==> src/rtl/iterative_alu_pkg.sv <==
// Shared ALU definitions: ALUOperation codes used by the ALU control decoder
// and by the execution units.
package iterative_alu_pkg;

    localparam logic [3:0] OP_AND  = 4'b0000;
    localparam logic [3:0] OP_OR   = 4'b0001;
    localparam logic [3:0] OP_NOR  = 4'b0010;
    localparam logic [3:0] OP_ADD  = 4'b0011;
    localparam logic [3:0] OP_SUB  = 4'b0100;
    localparam logic [3:0] OP_SLL  = 4'b0101;
    localparam logic [3:0] OP_SRL  = 4'b0110;
    localparam logic [3:0] OP_MULT = 4'b0111;

    function automatic logic is_shift_op(input logic [3:0] op);
        return (op == OP_SLL) || (op == OP_SRL);
    endfunction

endpackage

==> src/rtl/iterative_alu_shift_mult.sv <==
// Iterative shift / shift-add multiply datapath with its iteration counter.
// lo_next/hi_next present the value after the current step so the final step can be captured directly.
module iterative_shift_mult #(
    parameter int NBITS = 32
) (
    input  logic             clk,
    input  logic             reset,
    input  logic             load,
    input  logic             step,
    input  logic             mult_op,
    input  logic             left,
    input  logic [NBITS-1:0] a,
    input  logic [NBITS-1:0] b,
    input  logic [4:0]       shamt,
    output logic             last,
    output logic [NBITS-1:0] lo_next,
    output logic [NBITS-1:0] hi_next
);
    localparam int CW = $clog2(NBITS + 1);

    logic [NBITS-1:0] hi, lo, mcand;
    logic [CW-1:0]    count;
    logic             is_mult, is_left;
    logic [NBITS-1:0] addend;
    logic [NBITS:0]   sum;

    // Product register {hi, lo} shifts right; lo initially holds the multiplier.
    always_comb begin
        addend  = lo[0] ? mcand : '0;
        sum     = {1'b0, hi} + {1'b0, addend};
        hi_next = hi;
        lo_next = lo;
        if (is_mult) begin
            hi_next = sum[NBITS:1];
            lo_next = {sum[0], lo[NBITS-1:1]};
        end else if (is_left) begin
            lo_next = {lo[NBITS-2:0], 1'b0};
        end else begin
            lo_next = {1'b0, lo[NBITS-1:1]};
        end
    end

    assign last = (count == CW'(1));

    always_ff @(posedge clk) begin
        if (!reset) begin
            hi      <= '0;
            lo      <= '0;
            mcand   <= '0;
            count   <= '0;
            is_mult <= 1'b0;
            is_left <= 1'b0;
        end else if (load) begin
            hi      <= '0;
            lo      <= b;
            mcand   <= a;
            count   <= mult_op ? CW'(NBITS) : CW'(shamt);
            is_mult <= mult_op;
            is_left <= left;
        end else if (step) begin
            hi    <= hi_next;
            lo    <= lo_next;
            count <= count - CW'(1);
        end
    end

endmodule

==> src/rtl/iterative_alu.sv <==
// Multi-cycle ALU with start/done handshake: single-cycle logic/arithmetic ops,
// iterative shifts (one bit per cycle) and a shift-add unsigned multiply.
module iterative_alu
    import iterative_alu_pkg::*;
#(
    parameter int NBITS = 32
) (
    input  logic             clk,
    input  logic             reset,
    input  logic             start,
    input  logic [3:0]       ALUOperation,
    input  logic [NBITS-1:0] A,
    input  logic [NBITS-1:0] B,
    input  logic [4:0]       shamt,
    output logic             busy,
    output logic             done,
    output logic [NBITS-1:0] ALUResult,
    output logic [NBITS-1:0] ALUResultHi,
    output logic             Zero,
    output logic             invalid_op
);
    typedef enum logic [1:0] {IDLE, RUN, DONE} state_t;

    state_t           state, state_next;
    logic             accept, multi, last;
    logic [NBITS-1:0] lo_next, hi_next, quick_result;
    logic             quick_invalid;

    assign accept = (state == IDLE) && start;
    assign multi  = (ALUOperation == OP_MULT) || (is_shift_op(ALUOperation) && (shamt != 5'd0));
    assign busy   = (state != IDLE);
    assign done   = (state == DONE);

    always_ff @(posedge clk) begin
        if (!reset) state <= IDLE;
        else        state <= state_next;
    end

    always_comb begin
        state_next = state;
        case (state)
            IDLE:    if (start) state_next = multi ? RUN : DONE;
            RUN:     if (last)  state_next = DONE;
            DONE:    state_next = IDLE;
            default: state_next = IDLE;
        endcase
    end

    // Ops finishing in one cycle, including shifts by zero which pass B through.
    always_comb begin
        quick_result  = '0;
        quick_invalid = 1'b0;
        case (ALUOperation)
            OP_AND:          quick_result = A & B;
            OP_OR:           quick_result = A | B;
            OP_NOR:          quick_result = ~(A | B);
            OP_ADD:          quick_result = A + B;
            OP_SUB:          quick_result = A - B;
            OP_SLL, OP_SRL:  quick_result = B;
            default:         quick_invalid = 1'b1;
        endcase
    end

    iterative_shift_mult #(.NBITS(NBITS)) u_shift_mult (
        .clk     (clk),
        .reset   (reset),
        .load    (accept),
        .step    (state == RUN),
        .mult_op (ALUOperation == OP_MULT),
        .left    (ALUOperation == OP_SLL),
        .a       (A),
        .b       (B),
        .shamt   (shamt),
        .last    (last),
        .lo_next (lo_next),
        .hi_next (hi_next)
    );

    always_ff @(posedge clk) begin
        if (!reset) begin
            ALUResult   <= '0;
            ALUResultHi <= '0;
            Zero        <= 1'b1;
            invalid_op  <= 1'b0;
        end else if (accept && !multi) begin
            ALUResult   <= quick_result;
            ALUResultHi <= '0;
            Zero        <= (quick_result == '0);
            invalid_op  <= quick_invalid;
        end else if ((state == RUN) && last) begin
            ALUResult   <= lo_next;
            ALUResultHi <= hi_next;
            Zero        <= (lo_next == '0);
            invalid_op  <= 1'b0;
        end
    end

endmodule

==> config.mk <==
export PLATFORM = sky130hd
export DESIGN_NAME = iterative_alu
export DESIGN_NICKNAME = d
export VERILOG_FILES = /design/src/rtl/iterative_alu_pkg.sv /design/src/rtl/iterative_alu_shift_mult.sv /design/src/rtl/iterative_alu.sv
export SDC_FILE = /design/constraint.sdc
export NUM_CORES = 1
export LEC_CHECK = 0
export ABC_AREA = 0
export BUFFER_PORTS_ARGS = -buffer_cell sky130_fd_sc_hd__buf_4
export CORE_ASPECT_RATIO = 1.4
export CORE_MARGIN = 4
export CORE_UTILIZATION = 45
export CTS_CLUSTER_DIAMETER = 40
export DETAILED_ROUTE_END_ITERATION = 10
export GPL_TIMING_DRIVEN = 0
export PLACE_DENSITY_LB_ADDON = 0.12
export SLEW_MARGIN = 20
export SYNTH_ARGS = -nofsm -noshare
export SYNTH_HDL_FRONTEND = slang
export SYNTH_SLANG_ARGS = --single-unit
==> constraint.sdc <==
create_clock -name clk -period 7.19 [get_ports clk]
set_input_delay 1.0785 -clock clk [delete_from_list [all_inputs] [get_ports clk]]
set_output_delay 1.0785 -clock clk [all_outputs]
set_load 0.05 [all_outputs]
==> flow_summary.yaml, run 1 <==
run_status:
  outcome: "finished, final reports clean"
power_and_ir_drop:
  power.internal_mw: 1.720
  vdd_drop_max_mv: 0.1700
  power.density_nw_per_um2: 185.2
  combPwrFrac: 0.269
  switchingPower_mw: 0.9882
  p_leak_nw: 5.849
  clock_power_share: 0.348
  power_frac_seq: 0.383
  sw_frac_of_total: 0.3649
setup_path:
  start_kind: "input port"
  regToRegStartpoint: "u_shift_mult.lo[0]$_SDFFE_PN0P_"
  r2r_cells: 14
  crit_start: "ALUOperation[0]"
  worstPathArrival_ps: 7260
  slowest_delay_ps: 580
  cp.required_ps: 7600
  crit_family: "compound AO/OA/AOI/OAI gates"
  critPathKind: "input port to register"
  cp_num_buf_inv: 5
  setup.worst_path.end_class: "register"
  cp_common_cell: "clkbuf_1"
  path_depth: 20
  rr_endpoint: "ALUResultHi[31]$_SDFFE_PP0P_"
  cp_slowest_cell: "a311oi_1"
  rrSetupSlack_ps: 2350
  critPathMaxFanout: 10
  cp_cell_sequence: "clkbuf_1 > clkbuf_1 > clkbuf_2 > clkbuf_1 > clkbuf_2 > nor2_1 > nand2_2 > nand2_1 > xor2_1 > ha_1 > a2111o_1 > o2111a_1 > a211o_1 > a31o_4 > and3_1 > a311oi_1 > nand4_1 > nor4_1 > and4b_1 > a41o_1"
global_routing:
  first_global_vias: 13170
  antenna_found_initial: 0
  grt_max_degree: 20
  grt_usage: 0.3040
  grt_pass1_wl_um: 73000
  grt-ovfl-total: 0
synth:
  synth_common_cells: "nor2_1 (237), a21oi_1 (201), nand2_1 (178)"
  yosys.area.top_type: "dfxtp_1"
  syn-num-nets: 1879
  ys_ff_latch: 172
  yosys-top-cells-area: "dfxtp_1 (27%), a21oi_1 (7.9%), nor2_1 (7.0%)"
  netlist_area_um2: 12720
  avgSynthCellArea_um2: 7.338
  postSynthCellCount: 1733
  yosys_warnings: 0
  ys_seq_area_frac: 0.2708
  yosysMostFrequentCell: "nor2_1"
  synth-edff-count: 0
  synth-main-ff-cell: "dfxtp_1"
  synth_top_area_frac: 0.2708
  synth.distinct_cells: 75
  asyncSetResetFlopFracSynth: 0
route:
  drc: 0
  vias: 13860
  final_antenna_net_count: 0
  via_per_inst: 6.168
  routedWlPerCell_um: 21.50
  drt_first_pass_iters: 5
  wirelength_um: 48320
  drt_iter0_markers: 1060
timing:
  finalWorstSetupSlack_ps: 330.6
  timing.fmax_mhz: 145.8
  period_minus_slack_ps: 6859
  worst_clock_skew_ps: 23.36
  grt_setup_unrepaired: "no"
  setup_violations: 0
  hold_violations: 0
  min_period_over_period: 0.9540
  final.setup.tns_ps: 0
  worstMarginPinSlew_ps: 1035
  slew_headroom: 0.3073
  maxSlewViolCount: 0
floorplan:
  coreArea_um2: 27750
  die_w_um: 150.1
  dieHeight_um: 206.9
  start_util: 0.4583
  rows: 72
  dieArea_um2: 31050
  ios: 144
clocking:
  clockBufferDepth: 2
  cts.sinks: 172
  postCtsSetupRepairBufs: 0
  numCtsBuffers: 17
  cts_max_level: 4
  cts.hold.buffers_added: 0
  root_buffer: "clkbuf_16"
  cts.clk_slew.worst_paths_ps: 90
  cts_tree: "yes"
  clock_latency_ps: 460
cells_and_area:
  drive_above_1_share: 0.09057
  syn_to_final_growth_pct: 14.99
  fin_cells: 2247
  nFillCells: 2826
  diodes: 0
  nets: 2010
flow_run:
  cap_viol_max_count: 0
place:
  dp_cells: 2215
  portBuffers: 112
  pre_cts_ws_ps: -512.1
  routabilityCongestion: 0.9849
  hpwlAfterDp_um: 38680
worst_hold_path:
  min_path_type: "register to register"
  hp-start: "u_shift_mult.mcand[10]$_SDFFE_PN0P_"
  hold_depth: 2
  whs_endpoint: "u_shift_mult.mcand[10]$_SDFFE_PN0P_"
[cell type report]
cell class,instances,area (um2),area share
Timing Repair Buffer,112,840.8,0.05749
Clock buffer,17,425.4,0.02909
Multi-Input combinational cell,1385,8615,0.5891
Tap cell,370,462.9,0.03166
Inverter,40,150.1,0.01027
Clock inverter,15,172.7,0.01181
Buffer,136,514.2,0.03516
Sequential cell,172,3443,0.2355
[flip-flops by register name, summed over array words and instances, names as in the netlist]
register and flops:
Zero 1, u_shift_mult.mcand 32, invalid_op 1, state 2, u_shift_mult.is_mult 1, u_shift_mult.count 6
u_shift_mult.hi 32, ALUResult 32, u_shift_mult.lo 32, u_shift_mult.is_left 1, ALUResultHi 32
[cell usage in the layout, fill, tap and decap left out, types with 7 or more instances in the layout]
master,n
nand2_1,177
a31oi_1,11
inv_1,40
a211oi_1,43
o211ai_1,38
o22ai_1,18
nand2b_1,7
and3_1,18
xor2_1,24
nand4_1,20
a21o_1,21
a22oi_1,12
and2_1,42
a221oi_1,40
o21ai_0,55
o21bai_1,7
nor2b_1,12
nor3_1,57
o21a_1,18
nor4_1,16
a21boi_0,23
nor2_1,237
buf_4,112
ha_1,68
buf_1,9
o221ai_1,8
o221a_2,8
a21oi_1,201
mux2i_1,41
xnor2_1,53
dfxtp_1,172
clkbuf_1,124
clkbuf_16,17
nand3_1,12
o22a_1,10
[worst register-to-register path, stage by stage, from the launching register on]
cell and delay (ps):
dfxtp_1 460, clkbuf_1 350, and2_1 210, ha_1 310, a21o_1 210, a21oi_1 140, nor2_1 50, a2111oi_0 700
o2111ai_1 420, a31oi_1 360, o21ai_0 210, a221oi_1 440, nor2_1 100, a2111oi_0 570, o21ai_0 180
[metal layers]
metal	GRT usage	wire (um)	share of wire
met5	0	0	0
met4	0.1763	3053	0.063
met3	0.03560	3581	0.074
met2	0.5483	24140	0.50
met1	0.3436	17550	0.36
[worst max-delay path by stage]
| stage | endpoint | slack, ps |
|---|---|---|
| 6_report | Zero$_SDFFE_PN1P_ | 330 |
| 5_1_grt | Zero$_SDFFE_PN1P_ | 100 |
| 4_1_cts | Zero$_SDFFE_PN1P_ | 120 |
| 3_5_place_dp | Zero$_SDFFE_PN1P_ | -510 |
| 3_3_place_gp | Zero$_SDFFE_PN1P_ | -480 |
| 2_1_floorplan | Zero$_SDFFE_PN1P_ | 1420 |
[through the flow]
step / hold slack (ps) / cell area (um2) / utilization / power [mW]
3_3_place_gp: 440.0 / 14020 / 0.5053 / 1.760
5_1_grt: 469.0 / 14620 / 0.5271 / 2.812
3_5_place_dp: 443.2 / 14020 / 0.5053 / 1.769
2_1_floorplan: 431.7 / 12720 / - / 1.537
4_1_cts: 453.1 / 14620 / 0.5269 / 2.698
6_report: 450.7 / 14620 / 0.5271 / 2.708
[what timing repair did]
| item | 4_1_cts | 5_1_grt |
|---|---|---|
| pin swaps | 0 | 0 |
| resized for setup | 1 | 3 |
| endpoints found under the setup margin | 1 | 1 |
| gates cloned | 0 | 0 |
[power groups by stage]
stage / Clock, mW / Combinational (mW) / Sequential [mW]
2_1_floorplan: 0 / 0.446 / 1.09
4_1_cts: 0.949 / 0.715 / 1.03
5_1_grt: 0.986 / 0.786 / 1.04
3_5_place_dp: 0 / 0.713 / 1.06
6_report: 0.943 / 0.728 / 1.04
3_3_place_gp: 0 / 0.704 / 1.06
[cell families (layout without fill, tap and decap cells)]
family / count (synthesis) / in the layout / share of synthesized area
buffers and inverters: 176 / 320 / 0.05205
muxes: 42 / 42 / 0.03316
DFF: 172 / 172 / 0.2708
AOI/OAI and AO/OA: 564 / 564 / 0.2939
adders and majority gates: 71 / 71 / 0.07084
xor gates and xnor gates: 77 / 77 / 0.05303
and+or+nand+nor: 631 / 631 / 0.2263
(Power assumes the default switching activity.)
==> run 2, diff against run 1 <==
==> constraint.sdc (replaced) <==
create_clock -name clk -period 7.19 [get_ports clk]
set_input_delay 0.719 -clock clk [delete_from_list [all_inputs] [get_ports clk]]
set_output_delay 0.719 -clock clk [all_outputs]
set_load 0.05 [all_outputs]
==> flow_summary.yaml, run 2 (same netlist as run 1, synthesis figures left out) <==
timing:
  worstMarginPinSlew_ps: 1032
  whs_ps: 450.7
  timing.fmax_mhz: 144.8
  maxSlewViolCount: 0
  slew_headroom: 0.3098
  finalWorstSetupSlack_ps: 283.6
  hold_violations: 0
  setup_violations: 0
  grt_setup_unrepaired: "no"
  worst_clock_skew_ps: 21.00
  period_minus_slack_ps: 6906
  min_period_over_period: 0.9606
cells_and_area:
  diodes: 0
  final_cell_mix: "nor2_1 (237), a21oi_1 (201), nand2_1 (178), dfxtp_1 (172), clkbuf_1 (125)"
  postLayoutCoreUtil: 0.5269
  drive_above_1_share: 0.08950
  syn_to_final_growth_pct: 14.96
  mostFrequentLayoutCell: "nor2_1"
  nFillCells: 2824
  final_area_um2: 14620
  nets: 2010
  fin_cells: 2247
global_routing:
  grt_usage: 0.3040
  first_global_vias: 13170
  grt_max_degree: 20
  antenna_found_initial: 0
  grt-ovfl-total: 0
  grt_pass1_wl_um: 72980
floorplan:
  die_w_um: 150.1
  dieArea_um2: 31050
  ios: 144
  start_util: 0.4583
  rows: 72
  dieHeight_um: 206.9
  coreArea_um2: 27750
clocking:
  cts_max_level: 4
  cts.hold.buffers_added: 0
  cts-resized-gates: 0
  postCtsSetupRepairBufs: 0
  cts.clk_slew.worst_paths_ps: 90
  cts_tree: "yes"
  cts.sinks: 172
  clock_latency_ps: 450
  clockBufferDepth: 2
  root_buffer: "clkbuf_16"
  numCtsBuffers: 17
setup_path:
  critPathKind: "input port to register"
  start_kind: "input port"
  critPathMaxFanout: 10
  setup.worst_path.end_class: "register"
  worstPathArrival_ps: 7310
  cp.required_ps: 7590
  regToRegStartpoint: "u_shift_mult.lo[0]$_SDFFE_PN0P_"
  crit_start: "ALUOperation[0]"
route:
  routedWlPerCell_um: 21.45
  vias: 13800
  drt_first_pass_iters: 9
  via_per_inst: 6.142
  wirelength_um: 48210
  final_antenna_net_count: 0
  drt_iter0_markers: 1023
  drc: 0
place:
  routabilityCongestion: 0.9849
  dpl-instance-area_um2: 14020
  portBuffers: 112
  dp_cells: 2215
  hpwlAfterDp_um: 38680
  pre_cts_ws_ps: -152.6
worst_hold_path:
  hp-start: "u_shift_mult.mcand[10]$_SDFFE_PN0P_"
  min_path_type: "register to register"
flow_run:
  cap_viol_max_count: 0
power_and_ir_drop:
  power.density_nw_per_um2: 185.1
  vdd_drop_max_mv: 0.1693
  p_leak_nw: 5.845
run_status:
  outcome: "finished, final reports clean"
[run 2: changes by cell type in the layout (fill, tap and decap cells not counted)]
cell | previous run | this run
clkbuf_1 | 124 | 125
clkbuf_2 | 2 | 1
nand2_1 | 177 | 178
nand2_2 | 1 | 0
[run 2: final timing paths]
check                                         to  slack (ps)  cells after the start
min reg2reg  u_shift_mult.mcand[10]$_SDFFE_PN0P_         450                      2
max                            Zero$_SDFFE_PN1P_         280                     20
max reg2reg         ALUResultHi[31]$_SDFFE_PP0P_        2350                     14
min          u_shift_mult.mcand[10]$_SDFFE_PN0P_         450                      2
[run 2: cell type report]
| type | count | area [um2] | share of cell area |
|---|---|---|---|
| plain buffers | 136 | 513.0 | 0.03509 |
| clock buffers | 17 | 425.4 | 0.02910 |
| clock inverters | 15 | 172.7 | 0.01181 |
| inverters | 40 | 150.1 | 0.01027 |
| multi-input cells | 1385 | 8612 | 0.5890 |
| flip-flops and latches | 172 | 3443 | 0.2355 |
| well taps | 370 | 462.9 | 0.03166 |
| repair buffers | 112 | 840.8 | 0.05751 |
[run 2: critical path: stages]
cell and delay (ps):
clkbuf_1 280, clkbuf_1 450, clkbuf_2 360, clkbuf_1 400, clkbuf_1 480, nor2_1 80, nand2_1 480, nand2_1 130
xor2_1 170, ha_1 360, a2111o_1 480, o2111a_1 250, a211o_1 370, a31o_4 310, and3_1 180, a311oi_1 610
nand4_1 260, nor4_1 390, and4b_1 340, a41o_1 200
[run 2: power by group]
group	total [mW]	internal, mW	switching (mW)
sequential	1.04	0.999	0.0379
combinational	0.727	0.253	0.474
clock	0.942	0.468	0.474
[run 2: metrics by stage]
stage	power, mW	TNS [ps]
2_1_floorplan	1.537	0
3_3_place_gp	1.760	-122.5
3_5_place_dp	1.769	-152.6
4_1_cts	2.698	0
5_1_grt	2.812	0
6_report	2.706	0
[run 2: layer usage]
layer  track usage  wire (um)
met4        0.1763       3015
met5             0          0
met3       0.03560       3356
met1        0.3434      17660
met2        0.5483      24170
